**src/rtl/uart_tx_pkg.sv**
```systemverilog
// Shared types and constants for the FIFO-fed UART transmitter.
package uart_tx_pkg;

  localparam int unsigned DATA_W     = 8;
  localparam int unsigned IDX_W      = $clog2(DATA_W);
  localparam logic        IDLE_LEVEL = 1'b1;

  // PARITY keeps its encoding even when the parity option is not built.
  typedef enum logic [2:0] {
    IDLE   = 3'd0,
    FETCH  = 3'd1,
    LOAD   = 3'd2,
    START  = 3'd3,
    DATA   = 3'd4,
    PARITY = 3'd5,
    STOP   = 3'd6
  } state_e;

endpackage

```
**src/rtl/uart_baud_counter.sv**
```systemverilog
// Bit-period timer: counts 0..CLKS_PER_BIT-1, restarts from 0 on clear.
// bit_end is high in the last cycle of a bit; bit_end_next_c predicts it one cycle ahead.
module uart_baud_counter #(
  parameter int unsigned CLKS_PER_BIT = 16
) (
  input  logic clk,
  input  logic reset,
  input  logic clear,
  output logic bit_end,
  output logic bit_end_next_c
);

  localparam int unsigned      CNT_W = $clog2(CLKS_PER_BIT);
  localparam logic [CNT_W-1:0] LAST  = CNT_W'(CLKS_PER_BIT - 1);

  logic [CNT_W-1:0] cnt_q;
  logic [CNT_W-1:0] cnt_d;

  // Next count: wrap at LAST, forced to zero on clear.
  always_comb begin
    cnt_d = '0;
    if (!clear && (cnt_q != LAST)) begin
      cnt_d = cnt_q + CNT_W'(1);
    end
  end

  assign bit_end_next_c = (cnt_d == LAST);

  // Count register and registered end-of-bit flag.
  always_ff @(posedge clk or negedge reset) begin
    if (!reset) begin
      cnt_q   <= '0;
      bit_end <= 1'b0;
    end else begin
      cnt_q   <= cnt_d;
      bit_end <= bit_end_next_c;
    end
  end

endmodule

```
**src/rtl/fifo_uart_tx.sv**
```systemverilog
// Pops bytes from a synchronous FIFO and serialises them as UART frames
// (start, 8 data bits LSB first, optional even parity, STOP_BITS stop bits).
// Define FIFO_UART_TX_PARITY_EN to insert an even-parity bit after the data.
module fifo_uart_tx
  import uart_tx_pkg::*;
#(
  parameter int unsigned CLKS_PER_BIT = 16,
  parameter int unsigned STOP_BITS    = 1
) (
  input  logic              clk,
  input  logic              reset,
  input  logic              tx_enable,
  input  logic              fifo_empty,
  input  logic [DATA_W-1:0] fifo_data,
  output logic              fifo_read_en,
  output logic              tx,
  output logic              busy,
  output logic              byte_done
);

  localparam logic STOP_LAST = 1'(STOP_BITS - 1);

  state_e            state_q;
  state_e            state_d;
  logic [DATA_W-1:0] shift_q;
  logic [DATA_W-1:0] shift_d;
  logic [IDX_W-1:0]  bit_idx_q;
  logic [IDX_W-1:0]  bit_idx_d;
  logic              stop_idx_q;
  logic              stop_idx_d;
  logic              bit_end;
  logic              bit_end_next_c;
  logic              baud_clear_c;
  logic              tx_d;
  logic              rd_d;
  logic              busy_d;
  logic              done_d;
`ifdef FIFO_UART_TX_PARITY_EN
  logic              parity_q;
  logic              parity_d;
`endif

  assign baud_clear_c = (state_d != state_q);

  uart_baud_counter #(
    .CLKS_PER_BIT(CLKS_PER_BIT)
  ) u_baud (
    .clk           (clk),
    .reset         (reset),
    .clear         (baud_clear_c),
    .bit_end       (bit_end),
    .bit_end_next_c(bit_end_next_c)
  );

  // State register.
  always_ff @(posedge clk or negedge reset) begin
    if (!reset) begin
      state_q <= IDLE;
    end else begin
      state_q <= state_d;
    end
  end

  // Next-state logic; frame-start decisions only in IDLE and the last stop cycle.
  always_comb begin
    state_d = state_q;
    case (state_q)
      IDLE: begin
        if (tx_enable && !fifo_empty) begin
          state_d = FETCH;
        end
      end
      FETCH: state_d = LOAD;
      LOAD:  state_d = START;
      START: begin
        if (bit_end) begin
          state_d = DATA;
        end
      end
      DATA: begin
        if (bit_end && (bit_idx_q == IDX_W'(DATA_W - 1))) begin
`ifdef FIFO_UART_TX_PARITY_EN
          state_d = PARITY;
`else
          state_d = STOP;
`endif
        end
      end
`ifdef FIFO_UART_TX_PARITY_EN
      PARITY: begin
        if (bit_end) begin
          state_d = STOP;
        end
      end
`endif
      STOP: begin
        if (bit_end && (stop_idx_q == STOP_LAST)) begin
          if (tx_enable && !fifo_empty) begin
            state_d = FETCH;
          end else begin
            state_d = IDLE;
          end
        end
      end
      default: state_d = IDLE;
    endcase
  end

  // Datapath and output next values, derived from the upcoming state.
  always_comb begin
    shift_d    = shift_q;
    bit_idx_d  = bit_idx_q;
    stop_idx_d = stop_idx_q;
`ifdef FIFO_UART_TX_PARITY_EN
    parity_d   = parity_q;
`endif
    tx_d       = IDLE_LEVEL;
    rd_d       = (state_d == FETCH);
    busy_d     = (state_d != IDLE);
    done_d     = 1'b0;

    if (state_q == LOAD) begin
      shift_d = fifo_data;
`ifdef FIFO_UART_TX_PARITY_EN
      parity_d = ^fifo_data;
`endif
    end
    if ((state_q == DATA) && bit_end) begin
      shift_d   = shift_q >> 1;
      bit_idx_d = bit_idx_q + IDX_W'(1);
    end
    if ((state_q == STOP) && bit_end) begin
      stop_idx_d = stop_idx_q + 1'b1;
    end
    if (state_d != state_q) begin
      bit_idx_d  = '0;
      stop_idx_d = 1'b0;
    end

    case (state_d)
      START:  tx_d = 1'b0;
      DATA:   tx_d = shift_d[0];
`ifdef FIFO_UART_TX_PARITY_EN
      PARITY: tx_d = parity_d;
`endif
      default: tx_d = IDLE_LEVEL;
    endcase

    done_d = (state_d == STOP) && (stop_idx_d == STOP_LAST) && bit_end_next_c;
  end

  // Datapath and registered outputs.
  always_ff @(posedge clk or negedge reset) begin
    if (!reset) begin
      shift_q      <= '0;
      bit_idx_q    <= '0;
      stop_idx_q   <= 1'b0;
`ifdef FIFO_UART_TX_PARITY_EN
      parity_q     <= 1'b0;
`endif
      tx           <= IDLE_LEVEL;
      fifo_read_en <= 1'b0;
      busy         <= 1'b0;
      byte_done    <= 1'b0;
    end else begin
      shift_q      <= shift_d;
      bit_idx_q    <= bit_idx_d;
      stop_idx_q   <= stop_idx_d;
`ifdef FIFO_UART_TX_PARITY_EN
      parity_q     <= parity_d;
`endif
      tx           <= tx_d;
      fifo_read_en <= rd_d;
      busy         <= busy_d;
      byte_done    <= done_d;
    end
  end

endmodule

```
**config.mk**
```make
export PLATFORM = sky130hd
export DESIGN_NAME = fifo_uart_tx
export DESIGN_NICKNAME = d
export VERILOG_FILES = /design/src/rtl/uart_tx_pkg.sv /design/src/rtl/uart_baud_counter.sv /design/src/rtl/fifo_uart_tx.sv
export SDC_FILE = /design/constraint.sdc
export NUM_CORES = 1
export LEC_CHECK = 0
export BUFFER_PORTS_ARGS = -buffer_cell sky130_fd_sc_hd__buf_2
export CELL_PAD_IN_SITES_DETAIL_PLACEMENT = 1
export CELL_PAD_IN_SITES_GLOBAL_PLACEMENT = 1
export CORE_MARGIN = 3
export CORE_UTILIZATION = 48
export DETAILED_ROUTE_END_ITERATION = 10
export PLACE_DENSITY = 0.8
export SYNTH_ARGS = -nofsm -noshare
export SYNTH_HDL_FRONTEND = slang
export SYNTH_SLANG_ARGS = --single-unit
export TNS_END_PERCENT = 1
```
**constraint.sdc**
```tcl
create_clock -name clk -period 4.92 [get_ports clk]
set_input_delay 1.476 -clock clk [delete_from_list [all_inputs] [get_ports clk]]
set_output_delay 1.476 -clock clk [all_outputs]
set_load 0.005 [all_outputs]
```
==> run_summary.xml <==
<?xml version="1.0" encoding="UTF-8"?>
<metrics>
  <group name="sta">
    <metric name="finalCriticalPeriod" unit="ns">2.42</metric>
    <metric name="finalCritPeriodShare" unit="">0.493</metric>
    <metric name="max_slew.worst_pin.slew" unit="ns">0.529</metric>
    <metric name="fin_tns_setup" unit="ns">0</metric>
    <metric name="clock-skew-final" unit="ns">0.0115</metric>
    <metric name="timing.slew.headroom" unit="">0.647</metric>
    <metric name="fmax" unit="MHz">412</metric>
    <metric name="finalHoldWorstSlack" unit="ns">0.484</metric>
    <metric name="final_hold_vios" unit="">0</metric>
    <metric name="setup_violations" unit="">0</metric>
    <metric name="final-max-slew-violation-count" unit="">0</metric>
    <metric name="unrepaired_setup_endpoints_after_global_routing" unit="">no</metric>
  </group>
  <group name="place">
    <metric name="place_congestion" unit="">0.716</metric>
    <metric name="place.port_buffers" unit="">15</metric>
    <metric name="hpwl" unit="µm">1680</metric>
    <metric name="detailed_place.area" unit="µm²">1300</metric>
  </group>
  <group name="final_layout">
    <metric name="syn2layout_area_growth" unit="%">8.51</metric>
    <metric name="drive_gt1_frac" unit="">0.258</metric>
    <metric name="final_design_area_no_fill" unit="µm²">1360</metric>
    <metric name="final_net_count" unit="">140</metric>
    <metric name="antennaDiodeCount" unit="">0</metric>
  </group>
  <group name="synthesis">
    <metric name="async_flop_share" unit="">1.00</metric>
    <metric name="syn_avg_cell_area" unit="µm²">11.4</metric>
    <metric name="yosys.area_share.simple" unit="">0.176</metric>
    <metric name="post_synth_xor_area_fraction" unit="">0.0210</metric>
    <metric name="ys.flop_type" unit="">sky130_fd_sc_hd__dfrtp_1</metric>
    <metric name="muxShareOfSynthArea" unit="">0.0160</metric>
    <metric name="synth.ff_latch_count" unit="">24</metric>
    <metric name="syn_nets" unit="">125</metric>
    <metric name="post_synth_inst_count" unit="">110</metric>
    <metric name="synth_top_family_by_area" unit="">compound AO/OA/AOI/OAI gates</metric>
    <metric name="synth_enable_flop_cells" unit="">0</metric>
    <metric name="seq_area_frac_synth" unit="">0.481</metric>
    <metric name="netlist_area" unit="µm²">1250</metric>
    <metric name="synth_compound_area_frac" unit="">0.221</metric>
    <metric name="adder_cell_share_of_the_synthesized_area" unit="">0.0300</metric>
    <metric name="synthDistinctLibCells" unit="">37</metric>
    <metric name="synth_warnings" unit="">0</metric>
  </group>
  <group name="clock_tree">
    <metric name="max-clock-path-buffers" unit="">2</metric>
    <metric name="cts-buffers-inserted" unit="">3</metric>
    <metric name="cts.sink_count" unit="">24</metric>
    <metric name="ctsResizeCount" unit="">0</metric>
    <metric name="clk_transition_reported_paths" unit="ns">0.13</metric>
    <metric name="cts_tree" unit="">yes</metric>
    <metric name="clk-insertion-delay-late" unit="ns">0.31</metric>
    <metric name="post_cts_hold_buffer_count" unit="">0</metric>
    <metric name="h-tree-depth" unit="">1</metric>
    <metric name="cts_root_buffer" unit="">sky130_fd_sc_hd__clkbuf_4</metric>
    <metric name="post-cts-setup-buffer-count" unit="">0</metric>
  </group>
  <group name="power_and_ir_drop">
    <metric name="switchingPower" unit="µW">66.8</metric>
    <metric name="leakage" unit="nW">0.648</metric>
    <metric name="internal-power" unit="µW">290</metric>
    <metric name="p_clk_frac" unit="">0.393</metric>
    <metric name="comb_power_share" unit="">0.041</metric>
    <metric name="swShare" unit="">0.187</metric>
    <metric name="pwr_density_cell" unit="nW/µm²">263</metric>
    <metric name="worst_ir_drop_vdd" unit="mV">0.172</metric>
    <metric name="power.total" unit="µW">357</metric>
    <metric name="seqPwrFrac" unit="">0.567</metric>
  </group>
  <group name="detailed_routing">
    <metric name="met3WireLength" unit="µm">67</metric>
    <metric name="detailroute.wirelength.met2" unit="µm">1130</metric>
    <metric name="routed_wire_length_per_instance" unit="µm">15.0</metric>
    <metric name="met1Wirelength" unit="µm">1040</metric>
    <metric name="drc_violations_left" unit="">0</metric>
    <metric name="top_layer" unit="">met4</metric>
    <metric name="vias" unit="">895</metric>
    <metric name="detail_route.vias_per_cell" unit="">5.89</metric>
    <metric name="final_antenna_net_count" unit="">0</metric>
    <metric name="detailed_route_wl" unit="µm">2280</metric>
    <metric name="first_drt_pass_iteration_count" unit="">4</metric>
    <metric name="drt-initial-drc-count" unit="">14</metric>
  </group>
  <group name="hold_path">
    <metric name="hp-class" unit="">flip-flop to flip-flop</metric>
    <metric name="whs_path_depth" unit="">1</metric>
  </group>
  <group name="worst_setup_path">
    <metric name="cp_slowest_cell" unit="">sky130_fd_sc_hd__dfstp_2</metric>
    <metric name="setup.worst_path.start_class" unit="">flip-flop</metric>
    <metric name="crit_path_cell_trace" unit="">buf_2</metric>
    <metric name="setup.worst_path.end_class" unit="">primary output</metric>
    <metric name="critical_path_cell_count" unit="">1</metric>
    <metric name="reg2reg_slack" unit="ns">3.20</metric>
    <metric name="crit_type" unit="">flip-flop to primary output</metric>
    <metric name="ff2ff_path_depth" unit="">5</metric>
    <metric name="critical-path-max-stage-delay" unit="ns">0.54</metric>
    <metric name="critical_path.top_delay_family" unit="">flip-flops</metric>
    <metric name="critPathRequiredTime" unit="ns">3.44</metric>
    <metric name="timing.critical_path.arrival" unit="ns">0.95</metric>
    <metric name="crit_fanout" unit="">1</metric>
    <metric name="timing.critical_path.buf_inv" unit="">1</metric>
  </group>
  <group name="floorplan">
    <metric name="starting_density_of_the_core" unit="">0.534</metric>
    <metric name="dieHeight" unit="µm">57.0</metric>
    <metric name="row_count" unit="">17</metric>
    <metric name="area_of_the_core" unit="µm²">2340</metric>
    <metric name="io_pins" unit="">16</metric>
    <metric name="dieArea" unit="µm²">3250</metric>
    <metric name="die_x" unit="µm">57.0</metric>
  </group>
  <group name="global_route">
    <metric name="wire_length_of_the_first_global_routing_pass" unit="µm">4110</metric>
    <metric name="initial_antenna_violation_count" unit="">0</metric>
    <metric name="grt.overflow.total" unit="">0</metric>
    <metric name="largest_net_degree_at_the_start_of_global_routing" unit="">25</metric>
    <metric name="grt_pass1_vias" unit="">921</metric>
    <metric name="grt_use_total" unit="">0.160</metric>
  </group>
  <group name="status">
    <metric name="outcome" unit="">finished, final reports clean</metric>
  </group>
  <group name="job">
    <metric name="timing.max_cap.violations" unit="">0</metric>
  </group>
</metrics>
-- stage by stage --
step	worst slack, ns	util	instances
finish	2.50	0.580	152
global route	2.44	0.580	152
CTS	2.47	0.580	152
detailed placement	2.26	0.557	148
global placement	2.30	0.557	148
floorplan	2.48	-	110
-- path summary, 6_finish.rpt --
path	endpoint	startpoint
max	tx	tx$_DFF_PN1_
min	shift_q[1]$_DFFE_PN0P_	shift_q[1]$_DFFE_PN0P_
max reg2reg	busy$_DFF_PN0_	bit_idx_q[0]$_DFFE_PN0P_
min in group asynchronous	state_q[0]$_DFF_PN0_	reset
min reg2reg	shift_q[1]$_DFFE_PN0P_	shift_q[1]$_DFFE_PN0P_
max in group asynchronous	u_baud.cnt_q[0]$_DFF_PN0_	reset
-- state kept, by name (all words and copies together) (netlist names) --
| signal | flops |
|---|---|
| bit_idx_q | 3 |
| busy | 1 |
| byte_done | 1 |
| fifo_read_en | 1 |
| shift_q | 8 |
| state_q | 3 |
| stop_idx_q | 1 |
| tx | 1 |
| u_baud.bit_end | 1 |
| u_baud.cnt_q | 4 |
-- Yosys cell counts (2+ instances only) --
cell type,number,share of area
sky130_fd_sc_hd__nor2_1,13,0.039
sky130_fd_sc_hd__nor3_2,2,0.016
sky130_fd_sc_hd__o21ai_0,4,0.016
sky130_fd_sc_hd__a21oi_1,3,0.012
sky130_fd_sc_hd__ha_1,3,0.030
sky130_fd_sc_hd__or3_1,2,0.010
sky130_fd_sc_hd__a21o_1,7,0.042
sky130_fd_sc_hd__buf_6,5,0.045
sky130_fd_sc_hd__mux2i_1,2,0.016
sky130_fd_sc_hd__xnor2_1,3,0.021
sky130_fd_sc_hd__dfrtp_1,23,0.46
sky130_fd_sc_hd__a31oi_1,2,0.010
sky130_fd_sc_hd__nand2b_1,2,0.010
sky130_fd_sc_hd__nor2_2,2,0.010
sky130_fd_sc_hd__a22o_1,7,0.049
sky130_fd_sc_hd__inv_1,3,0.0090
sky130_fd_sc_hd__nand3_1,2,0.0080
sky130_fd_sc_hd__nand2_1,6,0.018
-- power by group through the flow --
stage / registers, mW / clock network, mW / logic (mW)
4_1_cts: 0.202 / 0.147 / 0.0151
5_1_grt: 0.203 / 0.157 / 0.0166
3_3_place_gp: 0.206 / 0 / 0.0144
6_report: 0.202 / 0.140 / 0.0146
3_5_place_dp: 0.206 / 0 / 0.0150
2_1_floorplan: 0.206 / 0 / 0.00533
-- placed cells by master (no fill, tap or decap), drive strengths merged, types with 3 or more instances in the layout --
cell	n
nor2	15
ha	3
dfrtp	23
nand2b	3
xnor2	3
a21o	8
nand2	6
clkbuf	3
inv	3
a21oi	4
o21ai	4
buf	15
a22o	7
-- cell families (layout without fill, tap and decap cells) --
kind of cell,after synthesis,count (layout)
flip-flops,24,24
AO/OA/AOI/OAI,33,33
buffers and inverters,8,22
AND/OR/NAND/NOR,37,37
multiplexers,2,2
adder cells (fa/ha/maj),3,3
XOR/XNOR,3,3
-- cell type report --
| type | instances | area (µm²) |
|---|---|---|
| repair buffers | 15 | 75.1 |
| clock inverters | 1 | 30.0 |
| well taps | 28 | 35.0 |
| clock buffers | 3 | 22.5 |
| flip-flops and latches | 24 | 602 |
| fillers | 265 | 983 |
| inverters | 3 | 11.3 |
| multi-input cells | 78 | 581 |
-- routing by layer --
metal / vias up / track usage
met5: - / 0
met4: 0 / 0.0596
met3: 4 / 0.0204
met2: 19 / 0.274
met1: 447 / 0.205
li1: 425 / -
Power figures use the tool's default switching activity.
